==> config.mk <==
export PLATFORM = sky130hd
export DESIGN_NAME = mc_control_fsm
export DESIGN_NICKNAME = d
export VERILOG_FILES = /design/src/rtl/mc_ctrl_pkg.sv /design/src/rtl/mc_ctrl_decode.sv /design/src/rtl/mc_control_fsm.sv
export SDC_FILE = /design/constraint.sdc
export NUM_CORES = 1
export LEC_CHECK = 0
export CORE_UTILIZATION = 47
export CTS_CLUSTER_SIZE = 20
export DETAILED_ROUTE_END_ITERATION = 7
export PLACE_DENSITY = 0.91
export SLEW_MARGIN = 0
export SYNTH_ARGS = -nofsm -noshare
export SYNTH_HDL_FRONTEND = slang
export SYNTH_SLANG_ARGS = --single-unit
==> constraint.sdc <==
create_clock -name clk -period 2.6 [get_ports clk]
set_input_delay 0.52 -clock clk [delete_from_list [all_inputs] [get_ports clk]]
set_output_delay 0.52 -clock clk [all_outputs]
set_load 0.01 [all_outputs]
==> src/rtl/mc_ctrl_pkg.sv <==
// Shared types and encodings for the multi-cycle MIPS controller.
// The JR state only exists when MC_CTRL_JR_EN is defined.
package mc_ctrl_pkg;

  typedef enum logic [3:0] {
    ST_FETCH  = 4'd0,
    ST_DECODE = 4'd1,
    ST_MEMADR = 4'd2,
    ST_MEMRD  = 4'd3,
    ST_MEMWB  = 4'd4,
    ST_MEMWR  = 4'd5,
    ST_RTYPE  = 4'd6,
    ST_ADDI   = 4'd7,
    ST_BRCMP  = 4'd8,
    ST_BRTGT  = 4'd9,
    ST_JUMP   = 4'd10
`ifdef MC_CTRL_JR_EN
    , ST_JR   = 4'd11
`endif
  } mc_state_e;

  localparam logic [5:0] OPC_R    = 6'b000000;
  localparam logic [5:0] OPC_LW   = 6'b100011;
  localparam logic [5:0] OPC_SW   = 6'b101011;
  localparam logic [5:0] OPC_BEQ  = 6'b000100;
  localparam logic [5:0] OPC_J    = 6'b000010;
  localparam logic [5:0] OPC_ADDI = 6'b001000;
  localparam logic [5:0] FN_JR    = 6'b001000;

  localparam logic [1:0] ALUOP_ADD   = 2'b00;
  localparam logic [1:0] ALUOP_SUB   = 2'b01;
  localparam logic [1:0] ALUOP_FUNCT = 2'b10;

  localparam logic [1:0] SELB_RT     = 2'b00;
  localparam logic [1:0] SELB_FOUR   = 2'b01;
  localparam logic [1:0] SELB_IMM    = 2'b10;
  localparam logic [1:0] SELB_IMMSH2 = 2'b11;

  localparam logic [1:0] PCSRC_ALU = 2'b00;
  localparam logic [1:0] PCSRC_BRT = 2'b01;
  localparam logic [1:0] PCSRC_TGT = 2'b10;
  localparam logic [1:0] PCSRC_RS  = 2'b11;

  typedef struct packed {
    logic       pc_write;
    logic       pc_write_control;
    logic       iord;
    logic       mem_read;
    logic       mem_write;
    logic       ir_write;
    logic       mem_to_reg;
    logic       reg_write;
    logic       reg_dst;
    logic       alu_sel_a;
    logic       target_write;
    logic [1:0] alu_sel_b;
    logic [1:0] pc_src;
    logic [1:0] alu_op;
    logic       instr_done;
  } mc_ctrl_t;

  function automatic logic opc_legal(input logic [5:0] opc);
    return (opc == OPC_R) || (opc == OPC_LW) || (opc == OPC_SW) ||
           (opc == OPC_BEQ) || (opc == OPC_J) || (opc == OPC_ADDI);
  endfunction

endpackage

==> src/rtl/mc_ctrl_decode.sv <==
// Moore output decode: maps the controller state to datapath strobes.
// Includes the JR state decode when MC_CTRL_JR_EN is defined.
module mc_ctrl_decode
  import mc_ctrl_pkg::*;
(
  input  mc_state_e state_i,
  input  logic      br_taken_i,
  output mc_ctrl_t  ctrl_o
);

  always_comb begin
    ctrl_o = '0;
    case (state_i)
      ST_FETCH: begin
        ctrl_o.mem_read  = 1'b1;
        ctrl_o.ir_write  = 1'b1;
        ctrl_o.alu_sel_b = SELB_FOUR;
        ctrl_o.pc_write  = 1'b1;
      end
      ST_DECODE: ctrl_o.target_write = 1'b1;
      ST_MEMADR: begin
        ctrl_o.alu_sel_a = 1'b1;
        ctrl_o.alu_sel_b = SELB_IMM;
      end
      ST_MEMRD: begin
        ctrl_o.iord      = 1'b1;
        ctrl_o.mem_read  = 1'b1;
        ctrl_o.alu_sel_a = 1'b1;
        ctrl_o.alu_sel_b = SELB_IMM;
      end
      ST_MEMWB: begin
        ctrl_o.mem_to_reg = 1'b1;
        ctrl_o.reg_write  = 1'b1;
        ctrl_o.instr_done = 1'b1;
      end
      ST_MEMWR: begin
        ctrl_o.iord       = 1'b1;
        ctrl_o.mem_write  = 1'b1;
        ctrl_o.alu_sel_a  = 1'b1;
        ctrl_o.alu_sel_b  = SELB_IMM;
        ctrl_o.instr_done = 1'b1;
      end
      ST_RTYPE: begin
        ctrl_o.alu_sel_a  = 1'b1;
        ctrl_o.alu_sel_b  = SELB_RT;
        ctrl_o.alu_op     = ALUOP_FUNCT;
        ctrl_o.reg_dst    = 1'b1;
        ctrl_o.reg_write  = 1'b1;
        ctrl_o.instr_done = 1'b1;
      end
      ST_ADDI: begin
        ctrl_o.alu_sel_a  = 1'b1;
        ctrl_o.alu_sel_b  = SELB_IMM;
        ctrl_o.alu_op     = ALUOP_ADD;
        ctrl_o.reg_write  = 1'b1;
        ctrl_o.instr_done = 1'b1;
      end
      ST_BRCMP: begin
        ctrl_o.alu_sel_a = 1'b1;
        ctrl_o.alu_sel_b = SELB_RT;
        ctrl_o.alu_op    = ALUOP_SUB;
      end
      // PC already holds PC+4, so the ALU forms PC+4+(imm<<2) here.
      ST_BRTGT: begin
        ctrl_o.alu_sel_b  = SELB_IMMSH2;
        ctrl_o.pc_src     = PCSRC_BRT;
        ctrl_o.pc_write   = br_taken_i;
        ctrl_o.instr_done = 1'b1;
      end
      ST_JUMP: begin
        ctrl_o.pc_write   = 1'b1;
        ctrl_o.pc_src     = PCSRC_TGT;
        ctrl_o.instr_done = 1'b1;
      end
`ifdef MC_CTRL_JR_EN
      ST_JR: begin
        ctrl_o.pc_write   = 1'b1;
        ctrl_o.pc_src     = PCSRC_RS;
        ctrl_o.instr_done = 1'b1;
      end
`endif
      default: ;
    endcase
  end

endmodule

==> src/rtl/mc_control_fsm.sv <==
// Multi-cycle MIPS main controller: state register, branch flag, retire counter.
// Define MC_CTRL_JR_EN to route R-type fn=001000 to a dedicated JR state.
module mc_control_fsm
  import mc_ctrl_pkg::*;
#(
  parameter int CNT_W = 32
) (
  input  logic             clk,
  input  logic             reset,
  input  logic [5:0]       opc,
  input  logic [5:0]       fn,
  input  logic             Zero,
  output logic             PCWrite,
  output logic             PCWriteControl,
  output logic             IorD,
  output logic             MemRead,
  output logic             MemWrite,
  output logic             IRWrite,
  output logic             MemtoReg,
  output logic             RegWrite,
  output logic             RegDst,
  output logic             ALUSelA,
  output logic             TargetWrite,
  output logic [1:0]       ALUSelB,
  output logic [1:0]       PCSrc,
  output logic [1:0]       ALUOp,
  output logic             instr_done,
  output logic             illegal_op,
  output logic [CNT_W-1:0] instr_count,
  output logic [3:0]       dbg_state_o
);

  mc_state_e        state_q, state_d;
  logic             br_taken_q;
  logic [CNT_W-1:0] cnt_q;
  mc_ctrl_t         ctrl, ctrl_g;

`ifndef MC_CTRL_JR_EN
  logic unused_fn;
  assign unused_fn = ^fn;
`endif

  always_comb begin
    state_d = ST_FETCH;
    case (state_q)
      ST_FETCH:  state_d = ST_DECODE;
      ST_DECODE: begin
        case (opc)
          OPC_LW, OPC_SW: state_d = ST_MEMADR;
          OPC_R: begin
            state_d = ST_RTYPE;
`ifdef MC_CTRL_JR_EN
            if (fn == FN_JR) state_d = ST_JR;
`endif
          end
          OPC_ADDI: state_d = ST_ADDI;
          OPC_BEQ:  state_d = ST_BRCMP;
          OPC_J:    state_d = ST_JUMP;
          default:  state_d = ST_FETCH;
        endcase
      end
      ST_MEMADR: state_d = (opc == OPC_LW) ? ST_MEMRD : ST_MEMWR;
      ST_MEMRD:  state_d = ST_MEMWB;
      ST_BRCMP:  state_d = ST_BRTGT;
      default:   state_d = ST_FETCH;
    endcase
  end

  always_ff @(posedge clk) begin
    if (reset) begin
      state_q    <= ST_FETCH;
      br_taken_q <= 1'b0;
      cnt_q      <= '0;
    end else begin
      state_q <= state_d;
      if (state_q == ST_BRCMP) br_taken_q <= Zero;
      if (ctrl.instr_done) cnt_q <= cnt_q + {{(CNT_W-1){1'b0}}, 1'b1};
    end
  end

  mc_ctrl_decode u_decode (
    .state_i    (state_q),
    .br_taken_i (br_taken_q),
    .ctrl_o     (ctrl)
  );

  // Reset masks every output combinationally so an aborted instruction writes nothing.
  assign ctrl_g         = reset ? '0 : ctrl;
  assign PCWrite        = ctrl_g.pc_write;
  assign PCWriteControl = ctrl_g.pc_write_control;
  assign IorD           = ctrl_g.iord;
  assign MemRead        = ctrl_g.mem_read;
  assign MemWrite       = ctrl_g.mem_write;
  assign IRWrite        = ctrl_g.ir_write;
  assign MemtoReg       = ctrl_g.mem_to_reg;
  assign RegWrite       = ctrl_g.reg_write;
  assign RegDst         = ctrl_g.reg_dst;
  assign ALUSelA        = ctrl_g.alu_sel_a;
  assign TargetWrite    = ctrl_g.target_write;
  assign ALUSelB        = ctrl_g.alu_sel_b;
  assign PCSrc          = ctrl_g.pc_src;
  assign ALUOp          = ctrl_g.alu_op;
  assign instr_done     = ctrl_g.instr_done;
  assign illegal_op     = ~reset & (state_q == ST_DECODE) & ~opc_legal(opc);
  assign instr_count    = reset ? '0 : cnt_q;
  assign dbg_state_o    = reset ? ST_FETCH : state_q;

endmodule

==> impl_metrics.yaml <==
grt:
  grt_pass1_vias: 2093
  antenna_found_initial: 0
  track_usage_pct: 23.67
  grt_pass1_wl_mm: 9.397
  grt.overflow.total: 0
  grt_max_degree: 32
sta:
  max_freq_mhz: 403.4
  fin_skew_ns: 0.002612
  fin_crit_sh_pct: 95.35
  rsz0062_at_grt: "true"
  timing.final.max_slew_violations: 0
  hold_viol: 0
  finalWorstPathRequiredPeriod_ns: 2.479
  fin_ws_ns: 0.1209
  setup_viol: 0
drt:
  drc: 6
  ant_nets: 0
  drt-total-wl_mm: 5.644
  vias: 2298
  first_pass_iters: 6
  wl_per_cell_um: 13.60
  drtIter0Drc: 140
  viasPerCell: 5.537
synth:
  synth-seq-area-share_pct: 33.60
  yosysUniqueCellTypes: 38
  yosys.area.top_type: "dfxtp_1"
  synthTopCellsByArea: "dfxtp_1 (34%), nor2b_1 (10%), nor2_1 (8.0%), xnor2_1 (4.8%), xor2_1 (4.0%)"
  yosysMostFrequentCell: "nor2_1"
  synth_top_cell_area_share_pct: 33.60
  syn_area_um2: 2205
  yosys-top-cells-count: "nor2_1 (47), dfxtp_1 (37), nor2b_1 (36), nand2_1 (21), clkbuf_1 (14)"
  async_reset_ff_share_pct: 0
  ys.flop_type: "dfxtp_1"
  synth_cells: 295
  synth-edff-count: 0
  synth_area_per_cell_um2: 7.473
  syn-num-nets: 311
  ys_warn_count: 0
  synth-seq-cells: 37
placement:
  gp_congestion: 0.8406
  dp.final_hpwl_mm: 4.098
  dp_slack_ns: -0.2441
  portBuffers: 62
clocking:
  cts_setup_buffers: 0
  cts_htree_levels: 2
  cts_buffer_depth: 2
  clock-sinks: 37
  cts_tree: "yes"
  clock-root-buffer: "clkbuf_8"
  worstSkewPairLatency_ns: 0.29
  path_clk_slew_ns: 0.07
  cts_buffers: 5
  holdBufCountCts: 0
pwr:
  combPwrFrac_pct: 10.0
  power.density_nw_per_um2: 350.8
  pwr-share-clk_pct: 36.5
  p_total_w: 0.001069
  netSwitchingFraction_pct: 24.97
  internal_power_w: 0.0008023
  sequentialPowerShare_pct: 53.5
  switchingPower_w: 0.0002670
  power.leakage_nw: 1.041
  peakVddDrop_mv: 0.3683
layout:
  nets: 378
  nFillCells: 349
  syn_to_final_growth_pct: 38.25
  drive_above_1_share_pct: 10.47
  diodes: 0
  fin_util_pct: 68.58
min_path:
  hold_start: "cnt_q[29]$_SDFFE_PP0N_"
  hold_path_class: "reg -> reg"
  worstHoldPathCells: 2
worst_setup_path:
  crit_path_end_kind: "output port"
  r2r_start: "state_q[0]$_SDFF_PP0_"
  cp.arrival_ns: 1.96
  crit_fanout: 10
  cp-startpoint: "state_q[2]$_SDFF_PP0_"
  required_ns: 2.08
  worst_setup_path_start_kind: "register"
  r2r_cells: 5
  critPathKind: "reg -> out"
floorplan:
  die_y_um: 70.49
  rows: 24
  initial_core_util_pct: 49.61
  fp.dieW_um: 70.49
  dieArea_um2: 4969
  boundaryPins: 70
  core_um2: 4444
job:
  maxCapViolations: 0
outcome:
  outcome: "complete, but fails checks"
  violations: "DRC"
## through the flow
stage | TNS [ns] | instance area [µm²] | hold slack, ns | instances
after floorplan | 0 | 2205 | 0.4600 | 295
after global placement | -0.2310 | 2930 | 0.4807 | 407
after detailed placement | -0.2441 | 2930 | 0.5028 | 407
after CTS | 0 | 3023 | 0.5163 | 415
after global routing | 0 | 3048 | 0.5445 | 415
final | 0 | 3048 | 0.5106 | 415
## worst paths after layout
check	endpoint	slack, ns
worst max-delay path	ALUSelA	0.12
worst min-delay path	cnt_q[29]$_SDFFE_PP0N_	0.51
worst min register to register	cnt_q[29]$_SDFFE_PP0N_	0.51
worst max register to register	cnt_q[25]$_SDFFE_PP0N_	0.36
## power by group through the flow
stage	clock (W)	sequential, W	combinational, W
finish	0.000390	0.000572	0.000107
floorplan	0	0.000583	0.0000565
detailed placement	0	0.000587	0.000103
global route	0.000428	0.000572	0.000117
CTS	0.000400	0.000573	0.000104
global placement	0	0.000587	0.000102
## cells in the final DEF (no fill, tap or decap), drive strengths merged, types with 6 or more instances in the layout
cell,instances
or3,7
nor4,10
xnor2,12
or4,8
nor2,47
nand3,9
nor2b,36
clkdlybuf4s50,57
buf,17
xor2,10
nor3,10
nand4,10
dfxtp,37
inv,6
a21oi,11
nand2,21
o21ai,11
## worst max-delay path, stage by stage, from the launching register on
cell and delay, ns:
dfxtp_4 0.38, nand2b_1 0.27, nor3_1 0.30, nor2_1 0.07
nor2_1 0.09, clkdlybuf4s50_1 0.56
## routing by layer
layer  vias up  GRT usage [%]  part of all wire (%)
met4         0          9.977                   1.9
met5         -              0                     0
met1      1064          31.17                    45
met2        80          36.89                    47
met3        12          5.628                   6.0
li1       1142              -                     -
## cells by family after synthesis
logic type | count (synthesis) | share of synthesized area (%)
buffers and inverters | 24 | 4.427
muxes | 4 | 1.930
xor gates and xnor gates | 22 | 8.740
AOI/OAI and AO/OA | 33 | 9.080
DFF | 37 | 33.60
other | 1 | 0.1701
adders and majority gates | 1 | 0.5674
and+or+nand+nor | 173 | 41.49
## cell type report
type,count,area (µm²),share of cell area [%]
sequential,37,748.2,24.55
timing repair buffer,78,742.0,24.34
clock inverter,3,17.52,0.5747
multi-input combinational,234,1384,45.40
clock buffer,5,68.82,2.258
tap,52,65.06,2.135
inverter,6,22.52,0.7389
## state kept, by name, summed over array words and instances (netlist names)
name        flops
cnt_q          32
br_taken_q      1
state_q         4
## timing repair
action | CTS | global route
hold endpoints to repair | 0 | 0
resized for setup | 4 | 9
endpoints found under the setup margin | 8 | 7
No activity file was read; power rests on OpenSTA's default activity.
